### config.mk
export PLATFORM = sky130hd
export DESIGN_NAME = c66x_enable_ctrl_flat
export DESIGN_NICKNAME = d
export VERILOG_FILES = /design/src/rtl/c66x_enable_ctrl_if.sv /design/src/rtl/c66x_enable_ctrl.sv /design/src/flat_wrapper.sv
export SDC_FILE = /design/constraint.sdc
export NUM_CORES = 1
export LEC_CHECK = 0
export CAP_MARGIN = 30
export CORE_ASPECT_RATIO = 0.9
export CORE_MARGIN = 3
export CORE_UTILIZATION = 30
export CTS_CLUSTER_SIZE = 12
export DETAILED_ROUTE_END_ITERATION = 10
export MAX_ROUTING_LAYER = met4
export PLACE_DENSITY = 0.58
export SYNTH_ARGS = -nofsm -noshare
export SYNTH_HDL_FRONTEND = slang
export SYNTH_SLANG_ARGS = --single-unit
### constraint.sdc
create_clock -name sysclk -period 2.5 [get_ports sysclk]
set_input_delay 0.25 -clock sysclk [delete_from_list [all_inputs] [get_ports sysclk]]
set_output_delay 0.25 -clock sysclk [all_outputs]
set_load 0.01 [all_outputs]
### src/rtl/c66x_enable_ctrl_if.sv
// Signal bundle between the enable supervisor and its surroundings:
// run/clear requests and the sequencer state code in, enable and status out.
interface c66x_enable_ctrl_if;
  logic       run_req;
  logic       clear_fault;
  logic [3:0] seq_state;
  logic       enable;
  logic       fault;
  logic [1:0] retry_count;
  logic [2:0] ctrl_state;

  modport master (
    output run_req,
    output clear_fault,
    output seq_state,
    input  enable,
    input  fault,
    input  retry_count,
    input  ctrl_state
  );

  modport slave (
    input  run_req,
    input  clear_fault,
    input  seq_state,
    output enable,
    output fault,
    output retry_count,
    output ctrl_state
  );
endinterface

### src/rtl/c66x_enable_ctrl.sv
// Supervisor for the C66x power-sequencer enable: power-on hold-off, synchronised run
// request, start/run failure detection with back-off retries and a latched lockout.
module c66x_enable_ctrl #(
  parameter int TICK_BITS     = 13,
  parameter int POWERON_TICKS = 4,
  parameter int START_TICKS   = 255,
  parameter int BACKOFF_TICKS = 16,
  parameter int STABLE_TICKS  = 32,
  parameter int MAX_RETRIES   = 3
) (
  input  logic              sysclk,
  input  logic              reset_INV,
  c66x_enable_ctrl_if.slave bus
);

  typedef enum logic [2:0] {
    ST_POR_WAIT = 3'd0,
    ST_IDLE     = 3'd1,
    ST_STARTING = 3'd2,
    ST_RUNNING  = 3'd3,
    ST_STOPPING = 3'd4,
    ST_BACKOFF  = 3'd5,
    ST_LOCKOUT  = 3'd6,
    ST_ILLEGAL  = 3'd7
  } state_e;

  localparam logic [7:0] PON_T     = 8'(POWERON_TICKS);
  localparam logic [7:0] START_T   = 8'(START_TICKS);
  localparam logic [7:0] BACKOFF_T = 8'(BACKOFF_TICKS);
  localparam logic [7:0] STABLE_T  = 8'(STABLE_TICKS);
  localparam logic [1:0] MAX_R     = 2'(MAX_RETRIES);

  logic [TICK_BITS-1:0] prescaler_q, prescaler_d;
  logic                 run_meta_q, run_s_q;
  state_e               state_q, state_d;
  logic [7:0]           timer_q, timer_d;
  logic                 enable_q, enable_d;
  logic                 fault_q, fault_d;
  logic [1:0]           retry_q, retry_d;
  logic                 stable_done_q, stable_done_d;

  logic       tick;
  logic       seq_off, seq_on, seq_shut;
  logic       fail;
  logic [2:0] retry_inc;

  assign tick      = &prescaler_q;
  assign seq_off   = (bus.seq_state == 4'd0);
  assign seq_on    = (bus.seq_state == 4'd9);
  assign seq_shut  = (bus.seq_state >= 4'd10);
  assign retry_inc = {1'b0, retry_q} + 3'd1;

  always_comb begin
    prescaler_d = prescaler_q + {{(TICK_BITS-1){1'b0}}, 1'b1};
  end

  // Next-state logic; 'fail' folds the shared start/run failure transition.
  always_comb begin
    state_d       = state_q;
    retry_d       = retry_q;
    stable_done_d = stable_done_q;
    fail          = 1'b0;

    case (state_q)
      ST_POR_WAIT: begin
        if (timer_q >= PON_T) state_d = ST_IDLE;
      end
      ST_IDLE: begin
        if (run_s_q && seq_off) state_d = ST_STARTING;
      end
      ST_STARTING: begin
        if (!run_s_q)                           state_d = ST_STOPPING;
        else if (seq_shut || timer_q == START_T) fail   = 1'b1;
        else if (seq_on)                        state_d = ST_RUNNING;
      end
      ST_RUNNING: begin
        if (!run_s_q)     state_d = ST_STOPPING;
        else if (!seq_on) fail    = 1'b1;
        else if (timer_q == STABLE_T && !stable_done_q) begin
          retry_d       = 2'd0;
          stable_done_d = 1'b1;
        end
      end
      ST_STOPPING: begin
        if (seq_off) begin
          state_d = ST_IDLE;
          retry_d = 2'd0;
        end
      end
      ST_BACKOFF: begin
        if (seq_off && timer_q >= BACKOFF_T) state_d = run_s_q ? ST_STARTING : ST_IDLE;
      end
      ST_LOCKOUT: begin
        // run_s is deliberately ignored; only an explicit clear with the sequencer off exits
        if (bus.clear_fault && seq_off) begin
          state_d = ST_IDLE;
          retry_d = 2'd0;
        end
      end
      default: begin
        state_d = ST_IDLE;
      end
    endcase

    if (fail) begin
      if (retry_inc == {1'b0, MAX_R}) begin
        state_d = ST_LOCKOUT;
        retry_d = MAX_R;
      end else begin
        state_d = ST_BACKOFF;
        retry_d = retry_inc[1:0];
      end
    end

    if (state_d != state_q) stable_done_d = 1'b0;
  end

  // Outputs are registered from the next state so a failure drops enable on the same edge.
  always_comb begin
    enable_d = (state_d == ST_STARTING) || (state_d == ST_RUNNING);
    fault_d  = (state_d == ST_LOCKOUT);
    timer_d  = timer_q;
    if (state_d != state_q)        timer_d = 8'd0;
    else if (tick && timer_q != 8'hFF) timer_d = timer_q + 8'd1;
  end

  always_ff @(posedge sysclk or negedge reset_INV) begin
    if (!reset_INV) begin
      prescaler_q   <= '0;
      run_meta_q    <= 1'b0;
      run_s_q       <= 1'b0;
      state_q       <= ST_POR_WAIT;
      timer_q       <= 8'd0;
      enable_q      <= 1'b0;
      fault_q       <= 1'b0;
      retry_q       <= 2'd0;
      stable_done_q <= 1'b0;
    end else begin
      prescaler_q   <= prescaler_d;
      run_meta_q    <= bus.run_req;
      run_s_q       <= run_meta_q;
      state_q       <= state_d;
      timer_q       <= timer_d;
      enable_q      <= enable_d;
      fault_q       <= fault_d;
      retry_q       <= retry_d;
      stable_done_q <= stable_done_d;
    end
  end

  assign bus.enable      = enable_q;
  assign bus.fault       = fault_q;
  assign bus.retry_count = retry_q;
  assign bus.ctrl_state  = state_q;

  a_enable_matches_state : assert property (@(posedge sysclk) disable iff (!reset_INV)
    enable_q == ((state_q == ST_STARTING) || (state_q == ST_RUNNING)));
  a_fault_only_lockout : assert property (@(posedge sysclk) disable iff (!reset_INV)
    fault_q == (state_q == ST_LOCKOUT));
  a_retry_bounded : assert property (@(posedge sysclk) disable iff (!reset_INV)
    retry_q <= MAX_R);
  a_no_illegal_state : assert property (@(posedge sysclk) disable iff (!reset_INV)
    state_q != ST_ILLEGAL);

endmodule

### src/flat_wrapper.sv
// flat-port wrapper written by rule: the top's interface ports become plain ports
module c66x_enable_ctrl_flat 
#(
  parameter int TICK_BITS     = 13,
  parameter int POWERON_TICKS = 4,
  parameter int START_TICKS   = 255,
  parameter int BACKOFF_TICKS = 16,
  parameter int STABLE_TICKS  = 32,
  parameter int MAX_RETRIES   = 3
)
  (sysclk, reset_INV, bus_run_req, bus_clear_fault, bus_seq_state, bus_enable, bus_fault, bus_retry_count, bus_ctrl_state);
  c66x_enable_ctrl_if bus_i ();
  input  logic sysclk;
  input  logic reset_INV;
  input wire logic [$bits(bus_i.run_req)-1:0] bus_run_req;
  input wire logic [$bits(bus_i.clear_fault)-1:0] bus_clear_fault;
  input wire logic [$bits(bus_i.seq_state)-1:0] bus_seq_state;
  output wire logic [$bits(bus_i.enable)-1:0] bus_enable;
  output wire logic [$bits(bus_i.fault)-1:0] bus_fault;
  output wire logic [$bits(bus_i.retry_count)-1:0] bus_retry_count;
  output wire logic [$bits(bus_i.ctrl_state)-1:0] bus_ctrl_state;
  assign bus_i.run_req = bus_run_req;
  assign bus_i.clear_fault = bus_clear_fault;
  assign bus_i.seq_state = bus_seq_state;
  assign bus_enable = bus_i.enable;
  assign bus_fault = bus_i.fault;
  assign bus_retry_count = bus_i.retry_count;
  assign bus_ctrl_state = bus_i.ctrl_state;
  c66x_enable_ctrl #(.TICK_BITS(TICK_BITS), .POWERON_TICKS(POWERON_TICKS), .START_TICKS(START_TICKS), .BACKOFF_TICKS(BACKOFF_TICKS), .STABLE_TICKS(STABLE_TICKS), .MAX_RETRIES(MAX_RETRIES)) u_core (.sysclk(sysclk), .reset_INV(reset_INV), .bus(bus_i));
endmodule
== Word level (Yosys, flattened, before mapping) ==
Cells that the tools add are included.
Storage, ports and cells
  logic and storage cells: 87
  output and inout bits: 7
  register bits: 31
Operators by class
  magnitude comparators: 3
  reductions and logical operators: 19
  muxes and demuxes: 33
  $add $sub $neg: 3
  equality and inequality tests: 20
Operators by type and width (number)
  two-way mux 3 bit: 10
  case mux 3 bit (7 select lines): 1
  two-way mux 2 bit: 9
  two-way mux 8 bit: 2
  equality test 3 x 2 -> 1 bit, second input constant: 5
  != test 3 x 1 -> 1 bit, second input constant: 5
  adder 13 x 1 -> 13 bit, second input constant: 1
  AND reduction 13 bit: 1
  equality test 3 bit, second input constant: 4
  nonzero test 2 bit: 5
  two-way mux 1 bit: 9
  adder 8 x 1 -> 8 bit, second input constant: 1
  equality test 8 x 6 -> 1 bit, second input constant: 1
  equality test 8 bit, second input constant: 1
  >= comparator 8 x 3 -> 1 bit, second input constant: 1
  >= comparator 8 x 5 -> 1 bit, second input constant: 1
  != test 8 bit, second input constant: 1
  case mux 2 bit (3 select lines): 1
  AND reduction 6 bit: 1
  logical AND 1 bit: 5
  equality test 4 bit, second input constant: 1
  >= comparator 4 bit, second input constant: 1
  zero test 4 bit: 1
  AND reduction 4 bit: 1
  8 further kinds: 9

== Depth between registers and ports, before layout ==
  depth after elaboration: 9
  gate-level depth with buffers: 7
  gate-level depth less buffers: 7

== Worst setup path after synthesis ==
No wires, ideal clock.
  path kind: reg-to-reg
  start point: register u_core.timer_q[7]
  end point: register u_core.timer_q[1]
  path buffers: 0
  path slack: 0.776 ns
  data arrival time: 1.648 ns
  data required time: 2.424 ns
  setup time: 0.076 ns
  stages on the path, launching flop included: 6
  cell sequence: dfrtp_1 > or4_4 > o211ai_1 > o21ba_2 > o2111ai_4 > a21oi_2
Between the ends
  cells in the longest elaborated chain, start to end: 8
  elaborated cells between the ends (all ways): 19
Ends and longest elaborated chain
  start, declared: line c66x_enable_ctrl.sv:36  | logic [7:0] timer_q, timer_d;
  start signal, assigned: line c66x_enable_ctrl.sv:143  | timer_q <= timer_d;
  branches (longest 8 deep; another with >= comparator 8 x 5 -> 1 bit)
Parallel ways; which one is timed is not known.
A chain may end at the register's enable or synchronous reset.

== Worst setup path in the final report ==
Same ends and word-level chain as after synthesis.

==> impl_metrics.py <==
metrics = {
    "outcome": {
        "status": "finished clean",
    },
    "setup_path": {
        "crit_type": "register to register",
        "r2r-start": "u_core.timer_q[7]",
        "rr_worst_depth": 5,
        "cp_max_fo": 9,
        "worstSetupStartpoint": "u_core.timer_q[7]",
        "crit_path_start_kind": "register",
        "reg2reg_to": "u_core.timer_q[1]",
        "required_ps": 2700,
        "cp-endpoint": "u_core.timer_q[1]",
        "rrSetupSlack_ps": 590,
        "crit_arrival_ps": 2110,
        "end_kind": "register",
    },
    "clock_network": {
        "cts_tree": "built",
        "clk_pin_slew_ps": 60,
        "cts.repair.resized": 0,
        "cts-root-buf": "clkbuf_8",
        "cts_inserted_buffers": 5,
        "clk_latency_ps": 280,
        "hold_buffers": 0,
        "cts_max_level": 2,
        "clockBufferDepth": 2,
        "numClockSinks": 31,
        "postCtsSetupBuffers": 0,
    },
    "final_layout": {
        "multi_input_area_um2": 795,
        "drive_above_1_share": 0.0899,
        "regArea_um2": 776,
        "nets": 189,
        "diodes": 0,
        "final.fill_count": 506,
        "area_growth_pct": 18.4,
    },
    "detailed_routing": {
        "vias": 1190,
        "ant_nets": 0,
        "drtIter0Drc": 34,
        "drc": 0,
        "dr.pass1.iters": 4,
        "wirelength_mm": 2.99,
        "vias_per_cell": 4.90,
        "drt-wirelength-per-cell_um": 12.3,
    },
    "floorplanning": {
        "initial_core_util": 0.324,
        "coreArea_mm2": 0.00504,
        "rows": 24,
        "boundaryPins": 15,
        "die_area_mm2": 0.00637,
        "die_width_um": 83.8,
        "die_h_um": 76.0,
    },
    "pwr": {
        "cellPowerDensity_mw_per_mm2": 668,
        "ir_worst_vdd_mv": 0.358,
        "p_leak_nw": 0.813,
    },
    "place": {
        "dp_hpwl_mm": 2.14,
        "gp_congestion": 0.743,
        "pre_cts_ws_ps": 282,
        "port_buffers": 14,
    },
    "timing": {
        "tightestPinTransition_ps": 544,
        "period_needed_ps": 1910,
        "hold_violations": 0,
        "clock.fmax_mhz": 524,
        "timing.final.ws_setup_ps": 592,
        "slew_viol_final": 0,
        "final.setup.tns_ps": 0,
        "fin_crit_sh": 0.763,
        "finClkSkew_ps": 3.35,
        "setup_violations": 0,
        "relSlewSlack": 0.636,
        "rsz0062_at_grt": "false",
    },
    "grt": {
        "antenna_found_initial": 0,
        "busiest_layer": "met1",
        "use_met2": 0.141,
        "globalRouteTotalUtil": 0.104,
        "grt_overflow": 0,
        "met1_usage": 0.144,
        "use_met3": 0.0357,
        "grt_max_degree": 21,
        "grt_pass1_vias": 1148,
        "grt_first_pass_wirelength_mm": 5.23,
    },
    "synth": {
        "ys.flop_type": "dfrtp_1",
        "ys_types": 43,
        "synth_edf_count": 0,
        "ys_top_cells_by_area": "dfrtp_1, xnor2_1, nor2_1",
        "yosysSeqAreaShare": 0.475,
        "avgSynthCellArea_um2": 10.1,
        "yosys-top-cells-count": "dfrtp_1, nor2_1, xnor2_1, nand2_1, nand3_1",
        "ys_ff_latch": 31,
        "synthesis.nets": 173,
        "yosysTopAreaCell": "dfrtp_1",
        "synthCells": 161,
        "async_flop_share": 1.00,
        "ys_warn_count": 0,
        "synthMostInstantiatedCell": "dfrtp_1",
        "netlist_area_mm2": 0.00163,
        "synth_top_area_frac": 0.475,
    },
    "job": {
        "maxCapViolations": 0,
    },
    "min_path": {
        "min_path_type": "input pin to async pin",
    },
}
## layout make-up
class	instances	area share
multi-input cells	115	0.411
flip-flops and latches	31	0.401
repair buffers	15	0.0764
clock buffers	8	0.0518
well taps	65	0.0421
inverters	9	0.0175
## critical path, cell delays in order, from the launching register on
cell	delay (ps)
dfrtp_1	420
or4_4	580
o21ai_0	260
a211o_1	190
o2111ai_4	200
a21oi_2	180
## layout by cell type (no fill, tap or decap), types with 4 or more instances in the layout
cell type	n
xnor2_1	15
clkdlybuf4s50_1	14
nand2_1	13
dfrtp_1	31
nor2_1	16
o21ai_0	5
ha_1	4
clkbuf_8	7
nor3_1	6
nand3_1	11
inv_1	9
## logic make-up (layout without fill, tap and decap cells)
group | count (synthesis) | in the layout | synth area share
buf+inv | 15 | 32 | 0.0383
flops | 31 | 31 | 0.475
xor+xnor | 18 | 18 | 0.0966
fa+ha+maj | 4 | 4 | 0.0307
simple gates | 67 | 67 | 0.225
compound gates | 26 | 26 | 0.134
## metal layers
metal  vias to the layer above  part of all wire  wire length, um
li1                        596                 -                -
met1                       568              0.52             1560
met2                        22              0.42             1250
met3                         4             0.048              142
met4                         0             0.010               31
met5                         -                 0                0
## worst min-delay path by stage
stage / slack [ps] / cells after the start / endpoint
2_1_floorplan: -50 / 0 / u_core.bus.ctrl_state[0]
3_3_place_gp: 350 / 0 / u_core.run_s_q
3_5_place_dp: 340 / 0 / u_core.run_s_q
4_1_cts: 340 / 1 / u_core.prescaler_q[1]
5_1_grt: 360 / 0 / u_core.run_s_q
6_report: 330 / 1 / u_core.prescaler_q[1]
## stage by stage
stage	utilization	cell area, um^2	std cells	power (mW)	hold slack, ps
final	0.383	1930	243	1.29	328
after global routing	0.383	1930	243	1.37	360
after CTS	0.383	1930	243	1.31	344
after detailed placement	0.363	1830	235	0.878	343
after global placement	0.363	1830	235	0.879	348
after floorplan	-	1630	161	0.773	-45.6
## flip-flops by register name, summed over array words and instances, names as in the netlist
| signal | count |
|---|---|
| u_core.bus.ctrl_state | 3 |
| u_core.bus.enable | 1 |
| u_core.bus.fault | 1 |
| u_core.bus.retry_count | 2 |
| u_core.prescaler_q | 13 |
| u_core.run_meta_q | 1 |
| u_core.run_s_q | 1 |
| u_core.stable_done_q | 1 |
| u_core.timer_q | 8 |
## power breakdown
group	switching [mW]	internal, mW
Combinational	0.146	0.137
Clock	0.173	0.251
Sequential	0.0535	0.531
Note: power is estimated with default switching activity, not from simulation.
